--- config.mk ---
export PLATFORM = sky130hd
export DESIGN_NAME = half_duplex_bus_ctrl
export DESIGN_NICKNAME = d
export VERILOG_FILES = /design/src/rtl/half_duplex_bus_ctrl_pkg.sv /design/src/rtl/half_duplex_bus_ctrl_timer.sv /design/src/rtl/half_duplex_bus_ctrl.sv
export SDC_FILE = /design/constraint.sdc
export NUM_CORES = 1
export LEC_CHECK = 0
export BUFFER_PORTS_ARGS = -buffer_cell sky130_fd_sc_hd__buf_2
export CORE_MARGIN = 3
export CORE_UTILIZATION = 47
export DETAILED_ROUTE_END_ITERATION = 6
export GPL_ROUTABILITY_DRIVEN = 0
export GPL_TIMING_DRIVEN = 0
export PLACE_DENSITY = 0.78
export SETUP_SLACK_MARGIN = 0.05
export SYNTH_ARGS = -nofsm -noshare
export SYNTH_HDL_FRONTEND = slang
export SYNTH_SLANG_ARGS = --single-unit
--- constraint.sdc ---
create_clock -name clk -period 1.7 [get_ports clk]
set_input_delay 0.34 -clock clk [delete_from_list [all_inputs] [get_ports clk]]
set_output_delay 0.34 -clock clk [all_outputs]
set_load 0.01 [all_outputs]
--- src/rtl/half_duplex_bus_ctrl_pkg.sv ---
// Shared constants for the half-duplex bus controller:
// FSM state encodings, default geometry and a sizing helper.
package half_duplex_bus_ctrl_pkg;

    localparam logic [2:0] ST_IDLE   = 3'd0;
    localparam logic [2:0] ST_DRIVE  = 3'd1;
    localparam logic [2:0] ST_SAMPLE = 3'd2;
    localparam logic [2:0] ST_RESP   = 3'd3;
    localparam logic [2:0] ST_TURN   = 3'd4;

    localparam int DEF_WIDTH   = 8;
    localparam int DEF_WR_HOLD = 2;
    localparam int DEF_RD_WAIT = 2;
    localparam int DEF_TA      = 1;

    function automatic int max3(input int a, input int b, input int c);
        int m;
        m = (a > b) ? a : b;
        return (m > c) ? m : c;
    endfunction

endpackage

--- src/rtl/half_duplex_bus_ctrl_timer.sv ---
// Loadable down-counter shared by the DRIVE, SAMPLE and TURN phases;
// done is high whenever the count has reached zero.
module bus_phase_timer #(
    parameter int CW = 2
) (
    input  logic          clk,
    input  logic          rst,
    input  logic          load,
    input  logic [CW-1:0] load_val,
    output logic          done
);

    logic [CW-1:0] count;

    always_ff @(posedge clk or posedge rst) begin
        if (rst) begin
            count <= '0;
        end else if (load) begin
            count <= load_val;
        end else if (count != '0) begin
            count <= count - 1'b1;
        end
    end

    assign done = (count == '0);

endmodule

--- src/rtl/half_duplex_bus_ctrl.sv ---
// Half-duplex bus direction controller: serialises local writes and
// reads onto one bus and enforces a released turnaround after each.
module half_duplex_bus_ctrl
    import half_duplex_bus_ctrl_pkg::*;
#(
    parameter int WIDTH   = DEF_WIDTH,
    parameter int WR_HOLD = DEF_WR_HOLD,
    parameter int RD_WAIT = DEF_RD_WAIT,
    parameter int TA      = DEF_TA
) (
    input  logic             clk,
    input  logic             rst,
    input  logic             wr_valid,
    input  logic [WIDTH-1:0] wr_data,
    output logic             wr_ready,
    input  logic             rd_req,
    output logic             rd_valid,
    output logic [WIDTH-1:0] rd_data,
    input  logic             rd_ready,
    output logic             bus_en,
    output logic [WIDTH-1:0] bus_out,
    input  logic [WIDTH-1:0] bus_in,
    output logic             busy
);

    localparam int CW = $clog2(max3(WR_HOLD, RD_WAIT, TA)) + 1;

    localparam logic [CW-1:0] HOLD_LD = CW'(WR_HOLD - 1);
    localparam logic [CW-1:0] WAIT_LD = CW'(RD_WAIT - 1);
    localparam logic [CW-1:0] TURN_LD = CW'(TA - 1);

    logic [2:0]       state;
    logic [2:0]       state_nxt;
    logic             tmr_load;
    logic [CW-1:0]    tmr_val;
    logic             tmr_done;
    logic [WIDTH-1:0] wr_word;

    bus_phase_timer #(
        .CW (CW)
    ) u_timer (
        .clk      (clk),
        .rst      (rst),
        .load     (tmr_load),
        .load_val (tmr_val),
        .done     (tmr_done)
    );

    always_ff @(posedge clk or posedge rst) begin
        if (rst) begin
            state <= ST_IDLE;
        end else begin
            state <= state_nxt;
        end
    end

    // Write has priority; a held read is picked up on the next IDLE cycle.
    always_comb begin
        state_nxt = state;
        tmr_load  = 1'b0;
        tmr_val   = '0;
        unique case (state)
            ST_IDLE: begin
                if (wr_valid) begin
                    state_nxt = ST_DRIVE;
                    tmr_load  = 1'b1;
                    tmr_val   = HOLD_LD;
                end else if (rd_req) begin
                    state_nxt = ST_SAMPLE;
                    tmr_load  = 1'b1;
                    tmr_val   = WAIT_LD;
                end
            end
            ST_DRIVE: begin
                if (tmr_done) begin
                    state_nxt = ST_TURN;
                    tmr_load  = 1'b1;
                    tmr_val   = TURN_LD;
                end
            end
            ST_SAMPLE: begin
                if (tmr_done) begin
                    state_nxt = ST_RESP;
                end
            end
            ST_RESP: begin
                if (rd_ready) begin
                    state_nxt = ST_TURN;
                    tmr_load  = 1'b1;
                    tmr_val   = TURN_LD;
                end
            end
            ST_TURN: begin
                if (tmr_done) begin
                    state_nxt = ST_IDLE;
                end
            end
            default: begin
                state_nxt = ST_IDLE;
            end
        endcase
    end

    always_ff @(posedge clk or posedge rst) begin
        if (rst) begin
            wr_word <= '0;
            rd_data <= '0;
        end else begin
            if (state == ST_IDLE && wr_valid) begin
                wr_word <= wr_data;
            end
            if (state == ST_SAMPLE && tmr_done) begin
                rd_data <= bus_in;
            end
        end
    end

    // Everything below decodes the state register only, so reset
    // releases the bus without waiting for a clock edge.
    always_comb begin
        wr_ready = (state == ST_IDLE);
        bus_en   = (state == ST_DRIVE);
        bus_out  = (state == ST_DRIVE) ? wr_word : '0;
        rd_valid = (state == ST_RESP);
        busy     = (state != ST_IDLE);
    end

endmodule

==> results.toml, run 1 <==
[yosys]
synth_area_per_cell_um2 = 12.9
ys_seq_elements = 21
synth_most_common_cell = "dfrtp_1"
ys_seq_area_frac = 0.507
syn_inst = 80
synth_ff_type = "dfrtp_1"
ys_types = 28
yosysWarnings = 0
syn-num-nets = 102
synth_edf_count = 0
yosysTopAreaCell = "dfrtp_1"
synth_area_um2 = 1040
synthArstFlopShare = 1.00
synth.top_cell.area_share = 0.507
yosys-top-cells-count = "dfrtp_1, and2_1, mux2_1, mux2_4, inv_1"
yosys-top-cells-area = "dfrtp_1, mux2_4, mux2_1"

[power]
power_density_nw_per_um2 = 1850
peakVddDrop_v = 0.000999
leakagePower_nw = 0.710

[clock_network]
path_clk_slew_ns = 0.11
cts_sinks = 21
htree_levels = 1
cts_tree = "done"
clockBufferDepth = 2
cts_root_buf = "clkbuf_4"
insertion_delay_ns = 0.29
hold_buffers = 0
cts_buffers = 3

[routing]
wl_per_cell_um = 13.0
ant_nets = 0
drtPass1Iterations = 3
drc = 0
routed_via_density = 4.92
vias = 762
wl_um = 2020
drt_iter0_drc = 5

[global_route]
grt-ovfl-total = 0
grt_max_degree = 22
grt_use_total = 0.156
grt_pass1_wl_um = 3120
antenna_found_initial = 0
grt_pass1_vias = 699

[timing]
finalMaxSlewViolations = 0
skew_ns = 0.00275
hold_slack_ns = 0.166
worstMarginPinSlew_ns = 0.781
min_period_ns = 1.71
slew_headroom = 0.478
clock.fmax_ghz = 0.583
setup_viol = 5
min_period_over_period = 1.01
rsz0062_at_grt = "yes"
tns_ns = -0.0614
hold_viol = 0
final.setup.worst_slack_ns = -0.0147

[finish]
fin_nets = 151
layout-drive-gt1-share = 0.516
diodes = 0
area_growth_pct = 30.7

[worst_setup_path]
required_ns = 1.36
crit_type = "register to output port"
critPathLaunch = "state[1]"
cp.arrival_ns = 1.37
path_buf_inv = 2
endpoint_kind = "output port"
slowest_delay_ns = 0.39
reg2reg_from = "u_timer.count[0]"
cp_slowest_cell = "dfrtp_1"
cp-start-kind = "register"
crit_chain = "buf_6 -> nor3b_4 -> and2_1 -> buf_2"
cpLargestDelayFamily = "simple AND/OR/NAND/NOR gates"
crit_fanout = 7

[die]
die_area_um2 = 2800
fp-row-count = 16
die_w_um = 53.0
core_um2 = 2020
num_io_pins = 41
start_util = 0.512
fp.dieH_um = 53.0

[status]
violations = "negative setup slack"
status = "finished with violations"

[placement]
port_buffers = 40
dp_hpwl_um = 1380

[flow_run]
drv_cap = 0

[worst_hold_path]
min_path_type = "input pin to asynchronous set/reset pin"
==> report_power, final <==
| part | internal (W) | switching (W) | total (W) | leakage (nW) |
|---|---|---|---|---|
| Clock | 0.0000913 | 0.000141 | 0.000233 | 0.0150 |
| Combinational | 0.000773 | 0.000620 | 0.00139 | 0.441 |
| Sequential | 0.000747 | 0.000137 | 0.000884 | 0.254 |
==> stage by stage <==
step / utilization / setup slack (ns) / total power (W) / instance area (um2) / cells
finish: 0.670 / -0.0147 / 0.00251 / 1350 / 155
detailed placement: 0.628 / 0.0749 / 0.00214 / 1270 / 147
CTS: 0.656 / -0.0214 / 0.00245 / 1330 / 153
global route: 0.670 / -0.107 / 0.00271 / 1350 / 155
global placement: 0.628 / 0.109 / 0.00210 / 1270 / 147
floorplan: - / 0.176 / 0.00176 / 1040 / 80
==> registers in the layout (all words and copies together), names as in the netlist <==
signal / flops
rd_data: 8
state: 3
u_timer.count: 2
wr_word: 8
==> what timing repair did <==
item,CTS,global route
resized for setup,3,5
endpoints found under the setup margin,9,19
gates cloned,1,1
pin swaps,3,4
buffers inserted,1,1
==> cell type report <==
type / count / area (um2)
Multi-Input combinational cell: 50 / 470
Sequential cell: 21 / 527
Inverter: 5 / 18.8
Tap cell: 27 / 33.8
Clock buffer: 4 / 26.3
Timing Repair Buffer: 43 / 220
Fill cell: 169 / 668
Buffer: 5 / 57.6
==> cell usage in the layout, fill, tap and decap left out, types with 2 or more instances in the layout <==
cell type and instances:
mux2_4 8, buf_6 2, dfrtp_1 20, mux2_1 8, buf_4 3, clkbuf_4 4, nor3b_4 2, and2_1 8
nor2_1 3, buf_2 41, a21oi_1 3, inv_1 5, or2_2 2
==> cell families after synthesis <==
family	synth area share
AO/OA/AOI/OAI	0.0447
XOR/XNOR	0.00846
adder cells (fa/ha/maj)	0.0121
buffers and inverters	0.0628
flip-flops	0.507
multiplexers	0.213
AND/OR/NAND/NOR	0.152
==> per-layer routing <==
metal	global-route usage	up-vias	share of wire
li1	-	371	-
met1	0.194	365	0.46
met2	0.254	24	0.47
met3	0.0338	2	0.058
met4	0.0766	0	0.0064
met5	0	-	0
==> worst paths after layout <==
| kind | to | slack, ns | depth (start not counted) |
|---|---|---|---|
| max in group asynchronous | state[2] | 1.00 | 2 |
| setup / recovery | bus_out[1] | -0.01 | 4 |
| min in group clk | rd_data[2] | 0.25 | 2 |
| hold / removal | rd_data[5] | 0.17 | 2 |
| hold reg to reg | rd_data[0] | 0.49 | 1 |
| setup reg to reg | rd_data[4] | 0.11 | 6 |
Power figures use the tool's default switching activity.
==> inputs of run 2 (changes only) <==
--- a/config.mk
+++ b/config.mk
@@ -6,12 +6,14 @@
 export NUM_CORES = 1
 export LEC_CHECK = 0
 export BUFFER_PORTS_ARGS = -buffer_cell sky130_fd_sc_hd__buf_2
+export CORE_ASPECT_RATIO = 0.9
 export CORE_MARGIN = 3
-export CORE_UTILIZATION = 47
+export CORE_UTILIZATION = 50
+export CTS_CLUSTER_DIAMETER = 80
 export DETAILED_ROUTE_END_ITERATION = 6
 export GPL_ROUTABILITY_DRIVEN = 0
 export GPL_TIMING_DRIVEN = 0
-export PLACE_DENSITY = 0.78
+export PLACE_DENSITY = 0.82
 export SETUP_SLACK_MARGIN = 0.05
 export SYNTH_ARGS = -nofsm -noshare
 export SYNTH_HDL_FRONTEND = slang
==> constraint.sdc (replaced) <==
create_clock -name clk -period 2.13 [get_ports clk]
set_input_delay 0.426 -clock clk [delete_from_list [all_inputs] [get_ports clk]]
set_output_delay 0.426 -clock clk [all_outputs]
set_load 0.01 [all_outputs]
==> results.toml, run 2 (synthesis results as in run 1) <==
[worst_setup_path]
endpoint_kind = "output port"
reg2reg_from = "u_timer.count[0]"
cp_slowest_cell = "nor3b_4"
regToRegSetupSlack_ns = 0.48
crit_fanout = 10
required_ns = 1.70
r2r-end = "rd_data[2]"
cp_common_cell = "buf_2"
crit_type = "register to output port"
slowest_delay_ns = 0.35
crit_chain = "buf_2 -> nor3b_4 -> and2_1 -> buf_2"
reg2reg_depth = 6
cp.arrival_ns = 1.48
cp-start-kind = "register"

[clock_network]
hold_buffers = 0
path_clk_slew_ns = 0.11
htree_levels = 1
cts_sinks = 21
cts_buffers = 3
post-cts-setup-buffers = 0
clockBufferDepth = 2
insertion_delay_ns = 0.29
cts_tree = "done"
cts_root_buf = "clkbuf_4"

[power]
power_density_nw_per_um2 = 1470
leakagePower_nw = 0.692
peakVddDrop_v = 0.000817

[finish]
ff_latch_area_um2 = 526
multiInputGateArea_um2 = 452
mostFrequentLayoutCell = "buf_2"
layout-drive-gt1-share = 0.500
fillCellCount = 133
diodes = 0
fin_nets = 147
final_area_um2 = 1300
final_cell_mix = "buf_2, dfrtp_1, mux2_1, mux2_4, and2_1"
reg.largest.list = "rd_data (8), wr_word (8), state (3)"
area_growth_pct = 25.5

[die]
die_w_um = 54.0
num_io_pins = 41
fp-row-count = 14
die_area_um2 = 2660
fp.dieH_um = 49.2
core_um2 = 1800
start_util = 0.574

[timing]
min_period_ns = 1.91
setup_viol = 0
clock.fmax_ghz = 0.524
skew_ns = 0.00100
finalMaxSlewViolations = 0
worstMarginPinSlew_ns = 0.748
tns_ns = 0
min_period_over_period = 0.896
rsz0062_at_grt = "no"
slew_headroom = 0.501
hold_viol = 0

[global_route]
grt_pass1_wl_um = 3090
grt-ovfl-total = 0
grt_pass1_vias = 716
grt_use_total = 0.156
grt_max_degree = 22
antenna_found_initial = 0

[routing]
drtPass1Iterations = 2
ant_nets = 0
wl_per_cell_um = 12.9
wl_um = 1910
drt_iter0_drc = 8
routed_via_density = 4.82
vias = 713
drc = 0

[worst_hold_path]
min_path_type = "input pin to asynchronous set/reset pin"

[placement]
place_area_um2 = 1270
port_buffers = 40
dp_hpwl_um = 1510

[flow_run]
drv_cap = 0

[status]
status = "finished, final reports clean"
==> run 2: worst max-delay path, delay by kind of cell (launching register included) <==
kind | cells | cell delay (ns)
DFF | 1 | 0.34
and+or+nand+nor | 2 | 0.53
buffers and inverters | 2 | 0.32
==> run 2: how the worst max path moves through the flow <==
stage	to	depth (start not counted)	start	slack (ns)
4_1_cts	bus_out[6]	4	state[0]	0.13
3_3_place_gp	bus_out[4]	4	state[0]	0.51
2_1_floorplan	wr_word[0]	5	state[1]	0.61
6_report	bus_out[1]	4	state[0]	0.22
5_1_grt	bus_out[6]	4	state[0]	0.10
3_5_place_dp	bus_out[6]	4	state[0]	0.47
==> run 2: cell type report <==
cell class | count | area share
flip-flops and latches | 21 | 0.404
multi-input cells | 49 | 0.347
repair buffers | 40 | 0.154
plain buffers | 5 | 0.0356
well taps | 24 | 0.0231
clock buffers | 3 | 0.0173
inverters | 5 | 0.0144
clock inverters | 1 | 0.00385
==> run 2: metal layers <==
metal  GRT usage  part of all wire  up-vias
met2       0.256              0.48       23
met3      0.0275             0.070        2
met5           0                 0        -
met1       0.205              0.44      331
li1            -                 -      357
met4      0.0498            0.0063        0
==> run 2: timing repair <==
| item | 4_1_cts | 5_1_grt |
|---|---|---|
| endpoints found under the hold margin | 0 | 0 |
| setup endpoints to repair | 0 | 5 |
| gates resized for setup | 0 | 1 |
==> run 2: stage by stage <==
| stage | std cells | hold WS (ns) | total power [W] | worst slack (ns) | utilization |
|---|---|---|---|---|---|
| after global placement | 144 | 0.463 | 0.00167 | 0.506 | 0.702 |
| after CTS | 148 | 0.273 | 0.00191 | 0.129 | 0.717 |
| final | 148 | 0.244 | 0.00190 | 0.221 | 0.721 |
| after floorplan | 80 | 0.403 | 0.00140 | 0.606 | - |
| after global routing | 148 | 0.305 | 0.00206 | 0.105 | 0.721 |
| after detailed placement | 144 | 0.469 | 0.00172 | 0.469 | 0.702 |
==> run 2: power breakdown <==
part	switching [W]	internal [W]	leakage, nW
Combinational	0.000469	0.000554	0.419
Sequential	0.000103	0.000594	0.255
Clock	0.000115	0.0000698	0.0177
Total	0.000687	0.00122	0.692
